## src/rtl/branch_cmp_serial.sv

```systemverilog
// Multi-cycle RV64 branch comparator: scans operands MSB-slice first, exits on the first
// differing slice, with valid/ready handshakes on both sides and a flush cancel.
module branch_cmp_serial #(
    parameter int unsigned XLEN  = 64,
    parameter int unsigned SLICE = 16
) (
    input  logic            clk_i,
    input  logic            rstn_i,
    input  logic            flush_i,
    input  logic            in_valid_i,
    output logic            in_ready_o,
    input  logic [XLEN-1:0] a_i,
    input  logic [XLEN-1:0] b_i,
    input  logic [2:0]      cmp_op_i,
    output logic            out_valid_o,
    input  logic            out_ready_i,
    output logic            res_o,
    output logic            busy_o
);
    localparam int unsigned NSlice = XLEN / SLICE;
    localparam int unsigned IdxW   = (NSlice > 1) ? $clog2(NSlice) : 1;
    localparam logic [IdxW-1:0] IdxTop = IdxW'(NSlice - 1);

    localparam logic [2:0] OpNo     = 3'd0;
    localparam logic [2:0] OpEq     = 3'd1;
    localparam logic [2:0] OpNe     = 3'd2;
    localparam logic [2:0] OpLt     = 3'd3;
    localparam logic [2:0] OpGe     = 3'd4;
    localparam logic [2:0] OpLtu    = 3'd5;
    localparam logic [2:0] OpGeu    = 3'd6;
    localparam logic [2:0] OpAlways = 3'd7;

    typedef enum logic [1:0] {StIdle, StBusy, StDone} state_e;

    state_e            state_q;
    logic [IdxW-1:0]   idx_q;
    logic [XLEN-1:0]   a_q;
    logic [XLEN-1:0]   b_q;
    logic [2:0]        op_q;
    logic              res_q;
    logic              out_valid_q;
    logic              busy_q;

    logic [SLICE-1:0]  a_sl;
    logic [SLICE-1:0]  b_sl;
    logic              sgn_cmp;
    logic              slice_lt;
    logic              slice_ne;

    function automatic logic resolve(input logic [2:0] op, input logic eq, input logic lt);
        logic r;
        r = 1'b0;
        case (op)
            OpEq:          r = eq;
            OpNe:          r = !eq;
            OpLt, OpLtu:   r = lt;
            OpGe, OpGeu:   r = !lt;
            default:       r = 1'b0;
        endcase
        return r;
    endfunction

    always_comb begin
        a_sl = '0;
        b_sl = '0;
        for (int unsigned i = 0; i < NSlice; i++) begin
            if (idx_q == IdxW'(i)) begin
                a_sl = a_q[i*SLICE +: SLICE];
                b_sl = b_q[i*SLICE +: SLICE];
            end
        end
        // Only the sign-carrying top slice of LT/GE is compared as signed.
        sgn_cmp  = (idx_q == IdxTop) && (op_q == OpLt || op_q == OpGe);
        slice_lt = sgn_cmp ? ($signed(a_sl) < $signed(b_sl)) : (a_sl < b_sl);
        slice_ne = (a_sl != b_sl);
    end

    assign in_ready_o  = rstn_i && !flush_i && (state_q == StIdle);
    assign out_valid_o = out_valid_q;
    assign res_o       = res_q;
    assign busy_o      = busy_q;

    always_ff @(posedge clk_i) begin
        if (!rstn_i) begin
            state_q     <= StIdle;
            idx_q       <= '0;
            res_q       <= 1'b0;
            out_valid_q <= 1'b0;
            busy_q      <= 1'b0;
        end else if (flush_i) begin
            state_q     <= StIdle;
            res_q       <= 1'b0;
            out_valid_q <= 1'b0;
            busy_q      <= 1'b0;
        end else begin
            case (state_q)
                StIdle: begin
                    if (in_valid_i) begin
                        a_q    <= a_i;
                        b_q    <= b_i;
                        op_q   <= cmp_op_i;
                        idx_q  <= IdxTop;
                        busy_q <= 1'b1;
                        if (cmp_op_i == OpNo || cmp_op_i == OpAlways) begin
                            state_q     <= StDone;
                            res_q       <= (cmp_op_i == OpAlways);
                            out_valid_q <= 1'b1;
                        end else begin
                            state_q <= StBusy;
                        end
                    end
                end
                StBusy: begin
                    if (slice_ne) begin
                        state_q     <= StDone;
                        res_q       <= resolve(op_q, 1'b0, slice_lt);
                        out_valid_q <= 1'b1;
                    end else if (idx_q == '0) begin
                        state_q     <= StDone;
                        res_q       <= resolve(op_q, 1'b1, 1'b0);
                        out_valid_q <= 1'b1;
                    end else begin
                        idx_q <= idx_q - 1'b1;
                    end
                end
                StDone: begin
                    if (out_ready_i) begin
                        state_q     <= StIdle;
                        out_valid_q <= 1'b0;
                        busy_q      <= 1'b0;
                    end
                end
                default: begin
                    state_q     <= StIdle;
                    out_valid_q <= 1'b0;
                    busy_q      <= 1'b0;
                end
            endcase
        end
    end

endmodule
```

## config.mk

```make
export PLATFORM = sky130hd
export DESIGN_NAME = branch_cmp_serial
export DESIGN_NICKNAME = d
export VERILOG_FILES = /design/src/rtl/branch_cmp_serial.sv
export SDC_FILE = /design/constraint.sdc
export NUM_CORES = 1
export LEC_CHECK = 0
export BUFFER_PORTS_ARGS = -buffer_cell sky130_fd_sc_hd__buf_2
export CORE_MARGIN = 10
export CORE_UTILIZATION = 54
export CTS_CLUSTER_SIZE = 16
export DETAILED_ROUTE_END_ITERATION = 6
export PLACE_DENSITY = 0.8
export SLEW_MARGIN = 20
export SYNTH_ARGS = -nofsm -noshare
export SYNTH_HDL_FRONTEND = slang
export SYNTH_SLANG_ARGS = --single-unit
```

## constraint.sdc

```tcl
create_clock -name clk_i -period 6.4 [get_ports clk_i]
set_clock_uncertainty 0.1 [all_clocks]
set_input_delay 0.96 -clock clk_i [delete_from_list [all_inputs] [get_ports clk_i]]
set_output_delay 0.96 -clock clk_i [all_outputs]
set_load 0.005 [all_outputs]
```

* Yosys cells after proc, flatten, opt, wreduce, memory -nomap -nowiden *
Cells that the tools add are included.

operators by class
  add/subtract/negate cells = 1
  reduce and logical (&&, ||, !) cells = 21
  eq/ne operators = 19
  $lt $le $gt $ge = 2
  bitwise logic cells = 3
  multiplexer cells = 34

operators by type and width
  kind                                                                    count
  16-bit 2-to-1 mux                                                       8
  16-bit < comparator                                                     2
  2-bit 2-to-1 mux                                                        8
  16-bit inequality test                                                  1
  3-bit equality test (second input constant)                             4
  1-bit 2-to-1 mux                                                        12
  4-bit AND reduction                                                     3
  1-bit one-hot mux with 3 select lines                                   3
  2-bit inequality test (second input constant)                           4
  2-bit equality test (second input constant)                             3
  3-bit by 2-bit equality test with 1-bit output (second input constant)  2
  2-bit one-hot mux with 3 select lines                                   1
  3-bit AND reduction                                                     2
  2-bit OR reduction                                                      3
  5-bit AND reduction                                                     1
  2-bit by 1-bit equality test with 1-bit output (second input constant)  2
  2-bit logical NOT                                                       2
  2-bit one-hot mux with 2 select lines                                   1
  3-bit by 1-bit equality test with 1-bit output (second input constant)  1
  1-bit logical AND                                                       3
  3-bit logical NOT                                                       1
  3-bit inequality test (second input constant)                           1
  1-bit NOT                                                               3
  3-bit OR reduction                                                      1
  other kinds (6)                                                         8

storage, ports and cells
  register bits after elaboration = 138
  output and inout port bits = 4

* Logic depth before layout (Yosys ltp) *
  depth after elaboration = 11
  mapped depth = 18

* Worst setup path after synthesis *
No wires, ideal clock.

  kind = input -> register
  start point = input port flush_i
  end point = register a_q[0], enable pin
  stages on the path = 3
  arrival time = 4.429 ns
  slack = 1.366 ns
  cell sequence = nand2b_1 > nor3_1 > and2_1

on the way
  cells in the longest elaborated chain, start to end = 2

RTL lines
  element                               RTL line  source
  from (decl)                           9         input logic flush_i,
  1-bit NOT (no source line)            -
  4-bit AND reduction (no source line)  -
  to (signal assigned)                  99        a_q <= a_i;
  to (decl)                             37        logic [XLEN-1:0] a_q;

Every way passes these cells.
A chain may end at the register's enable or synchronous reset.

* Worst setup path in the final report *
  start point = register idx_q[0]
  end point = register res_q (netlist: res_o)

on the way
  cells in the longest elaborated chain, start to end = 11

RTL lines
  element                                RTL line  source
  from (decl)                            36        logic [IdxW-1:0] idx_q;
  from (signal assigned)                 102       idx_q <= IdxTop;
  from (signal assigned)                 123       idx_q <= idx_q - 1'b1;
  2-bit logical NOT                      67, 118
  16-bit 2-to-1 mux (4 in a row)         67        if (idx_q == IdxW'(i)) begin
  16-bit < comparator                    74        slice_lt = sgn_cmp ? ($signed(a_sl) < $signed(b_sl)) : (a_sl < b_sl);
  1-bit 2-to-1 mux                       74
  1-bit logical NOT                      57        OpGe, OpGeu: r = !lt;
  1-bit one-hot mux with 3 select lines  53        case (op)
  1-bit 2-to-1 mux                       114       if (slice_ne) begin
  1-bit one-hot mux with 2 select lines  96        case (state_q)
  to (signal assigned)                   106       res_q <= (cmp_op_i == OpAlways);
  to (signal assigned)                   116       res_q <= resolve(op_q, 1'b0, slice_lt);
  to (signal assigned)                   120       res_q <= resolve(op_q, 1'b1, 1'b0);
  to (decl)                              40        logic res_q;

Parallel ways exist; a longest one is shown, timed or not.

==> impl_results.md <==
- Status: finished clean
- Area Growth Syn to Fin: 23.4%
- Die Width: 125 um
- Most frequent cells in the layout: buf_2, edfxtp_1, nand2_1, nor2_1, a21oi_1
- Gr ovfl total: 0
- TritonRoute pass-1 iters: 5
- Peak supply drop: 0.214 mV
- Hold Crit Endpoint: busy_o
- Multi-input gate area in the final layout: 1730 um^2
- WHS Path Cells: 2
- Cell Rows: 38
- Clock transition at the registers of the reported paths: 0.06 ns
- Most common cell after layout, fill and taps aside: buf_2
- Synthesis warning total: 0
- Routed Antenna Nets: 0
- Tcrit/Tclk final: 65.7%
- Hold_buf cts: 0
- Total track usage: 18.0%
- #FFs+latches synth: 138
- Number of port buffers: 139
- Max Slew Vio Count: 0
- Final nets: 762
- Cell taking the most area after synthesis: edfxtp_1
- First-pass GRT wire length: 21900 um
- Library cells used by synthesis: 41
- CTS buffer count: 17
- Setup TNS Final: 0 ns
- Mapped cell area: 5900 um^2
- Top post-synthesis cells by area: edfxtp_1, a21oi_1, nand2_1
- # DRC: 0
- Setup CP Type: flip-flop to flip-flop
- PD cells: 301 nW/um^2
- Detailed Route WL: 14000 um
- CTS Buffer Depth: 2
- R2r setup slk: 2.19 ns
- Max-slew headroom: 31.9%
- Total power: 2.19 mW
- Vias per Instance: 5.40
- Top-area cell type share of the netlist area: 66.7%
- RePlAce Congestion: 0.854
- Worst setup SP type: flip-flop
- Vias in the first global route: 4341
- Die height: 125 um
- Drt wl/cell: 18.5 um
- Ports: 140
- Total core area: 10700 um^2
- Final min period: 4.21 ns
- Worst R2R Start: idx_q[0]
- Synth Instances: 472
- Fill cells: 802
- Maximum capacitance violations: 0
- Worst-path maximum fanout: 17
- RSZ-0062 raised after global routing: false
- Initial Util: 54.9%
- CTS tree: yes
- Hold slack: 0.421 ns
- TritonCTS Sinks: 138
- Syn_nets: 628
- Clk Latency, worst-skew pair: 0.54 ns
- Layout cell share with drive strength beyond 1: 28.6%
- Syn avg cell area: 12.5 um^2
- Resize count post-CTS: 0
- Initial antenna violation count: 0
- H-tree levels: 4
- DIE AREA: 15500 um^2
- Post-CTS setup repair buffer count: 0
- Final Setup Violations: 0
- Element type at the critical path end: flip-flop
- Root Driver: clkbuf_8
- CP Data Required Time: 6.74 ns
- Leakage power: 2.79 nW
- Hold Vio Cnt, Final: 0
- Data arrival time of the critical path: 4.55 ns
- DRT iter0 DRCs: 423
- DP HPWL: 9790 um
- Worst Hold Launch: busy_o
- RR Endpoint: res_o
- Largest net degree at the start of global routing: 90
- Via count: 4102
- FF-to-FF path depth: 15
- Fmax: 238 MHz
- N_diodes: 0
- Storage cell area: 4070 um^2
- Sequential share of the synthesized area: 69.1%
- HP Class: flip-flop to flip-flop
- Slew @ Worst Pin: 1.02 ns
==> metal layers <==
metal	routed length [um]	up-vias	GRT usage (%)
li1	-	2001	-
met5	0	-	0
met1	5620	1911	20.2
met3	875	27	6.13
met4	329	0	8.84
met2	7230	163	29.9
==> state kept, by name (all words and copies together) (netlist names) <==
signal       cells
a_q             64
b_q             64
op_q             3
idx_q            2
state_q          2
busy_o           1
out_valid_o      1
res_o            1
==> logic make-up (layout without fill, tap and decap cells) <==
group	Yosys count	count (layout)	share of synthesized area (%)
multiplexers	17	17	2.97
buffers and inverters	30	177	2.04
adder cells (fa/ha/maj)	20	20	4.24
AND/OR/NAND/NOR	157	157	11.4
AO/OA/AOI/OAI	110	110	10.2
flip-flops	138	138	69.1
==> power by group <==
| group | total [mW] | internal (mW) | switching (mW) |
|---|---|---|---|
| clock network | 0.909 | 0.549 | 0.360 |
| registers | 1.03 | 1.02 | 0.0104 |
| logic | 0.248 | 0.103 | 0.146 |
| total | 2.19 | 1.67 | 0.516 |
==> Yosys cell counts (all sizes together) <==
cell,n
and3,1
mux2,1
nand2b,5
or4,1
clkbuf,22
or3,1
o211ai,2
o21a,1
nand2,71
a211oi,2
nor3,4
o31a,1
o211a,1
a41oi,1
o21ai,39
o311ai,1
ha,20
dfxtp,7
a22oi,1
nor2b,3
edfxtp,131
nand3,1
o22ai,1
mux2i,16
nor2,59
nand4,4
inv,3
a2111o,1
a31oi,1
nor4b,1
and4,2
nand3b,2
a221oi,2
buf,5
a21oi,56
and2,2
==> stage by stage <==
step / cells / utilization, % / worst slack [ns] / instance area, um^2
2_1_floorplan: 472 / - / 1.37 / 5900
3_3_place_gp: 726 / 62.2 / 2.38 / 6680
3_5_place_dp: 726 / 62.2 / 2.25 / 6680
4_1_cts: 758 / 67.3 / 2.22 / 7230
5_1_grt: 759 / 67.7 / 1.91 / 7280
6_report: 759 / 67.7 / 2.19 / 7280
==> final cells by class <==
type / count / area share [%]
clock buffer: 19 / 5.79
clock inverter: 13 / 1.74
inverter: 3 / 0.155
multi-input combinational: 304 / 23.8
sequential: 138 / 56.0
tap: 140 / 2.41
timing repair buffer: 142 / 10.1
==> how the worst max path moves through the flow <==
stage                  start     end  slack [ns]
CTS                 idx_q[1]   res_o        2.22
global route        idx_q[0]   res_o        1.91
finish              idx_q[0]   res_o        2.19
detailed placement  idx_q[0]   res_o        2.25
floorplan            flush_i  a_q[0]        1.37
global placement    idx_q[0]   res_o        2.38
==> critical path, cell delays in order, from the launching register on <==
cell and delay, ns:
dfxtp_1 0.36, inv_1 0.16, ha_1 0.62, buf_4 0.35
nand2_1 0.09, nor2_1 0.10, a21oi_1 0.06, o21ai_0 0.29
mux2i_1 0.14, ha_1 0.37, nand4_1 0.10, or4_4 0.60
mux2_4 0.32, a221oi_2 0.25, o21ai_1 0.09, o311ai_1 0.08
Power figures use the tool's default switching activity.
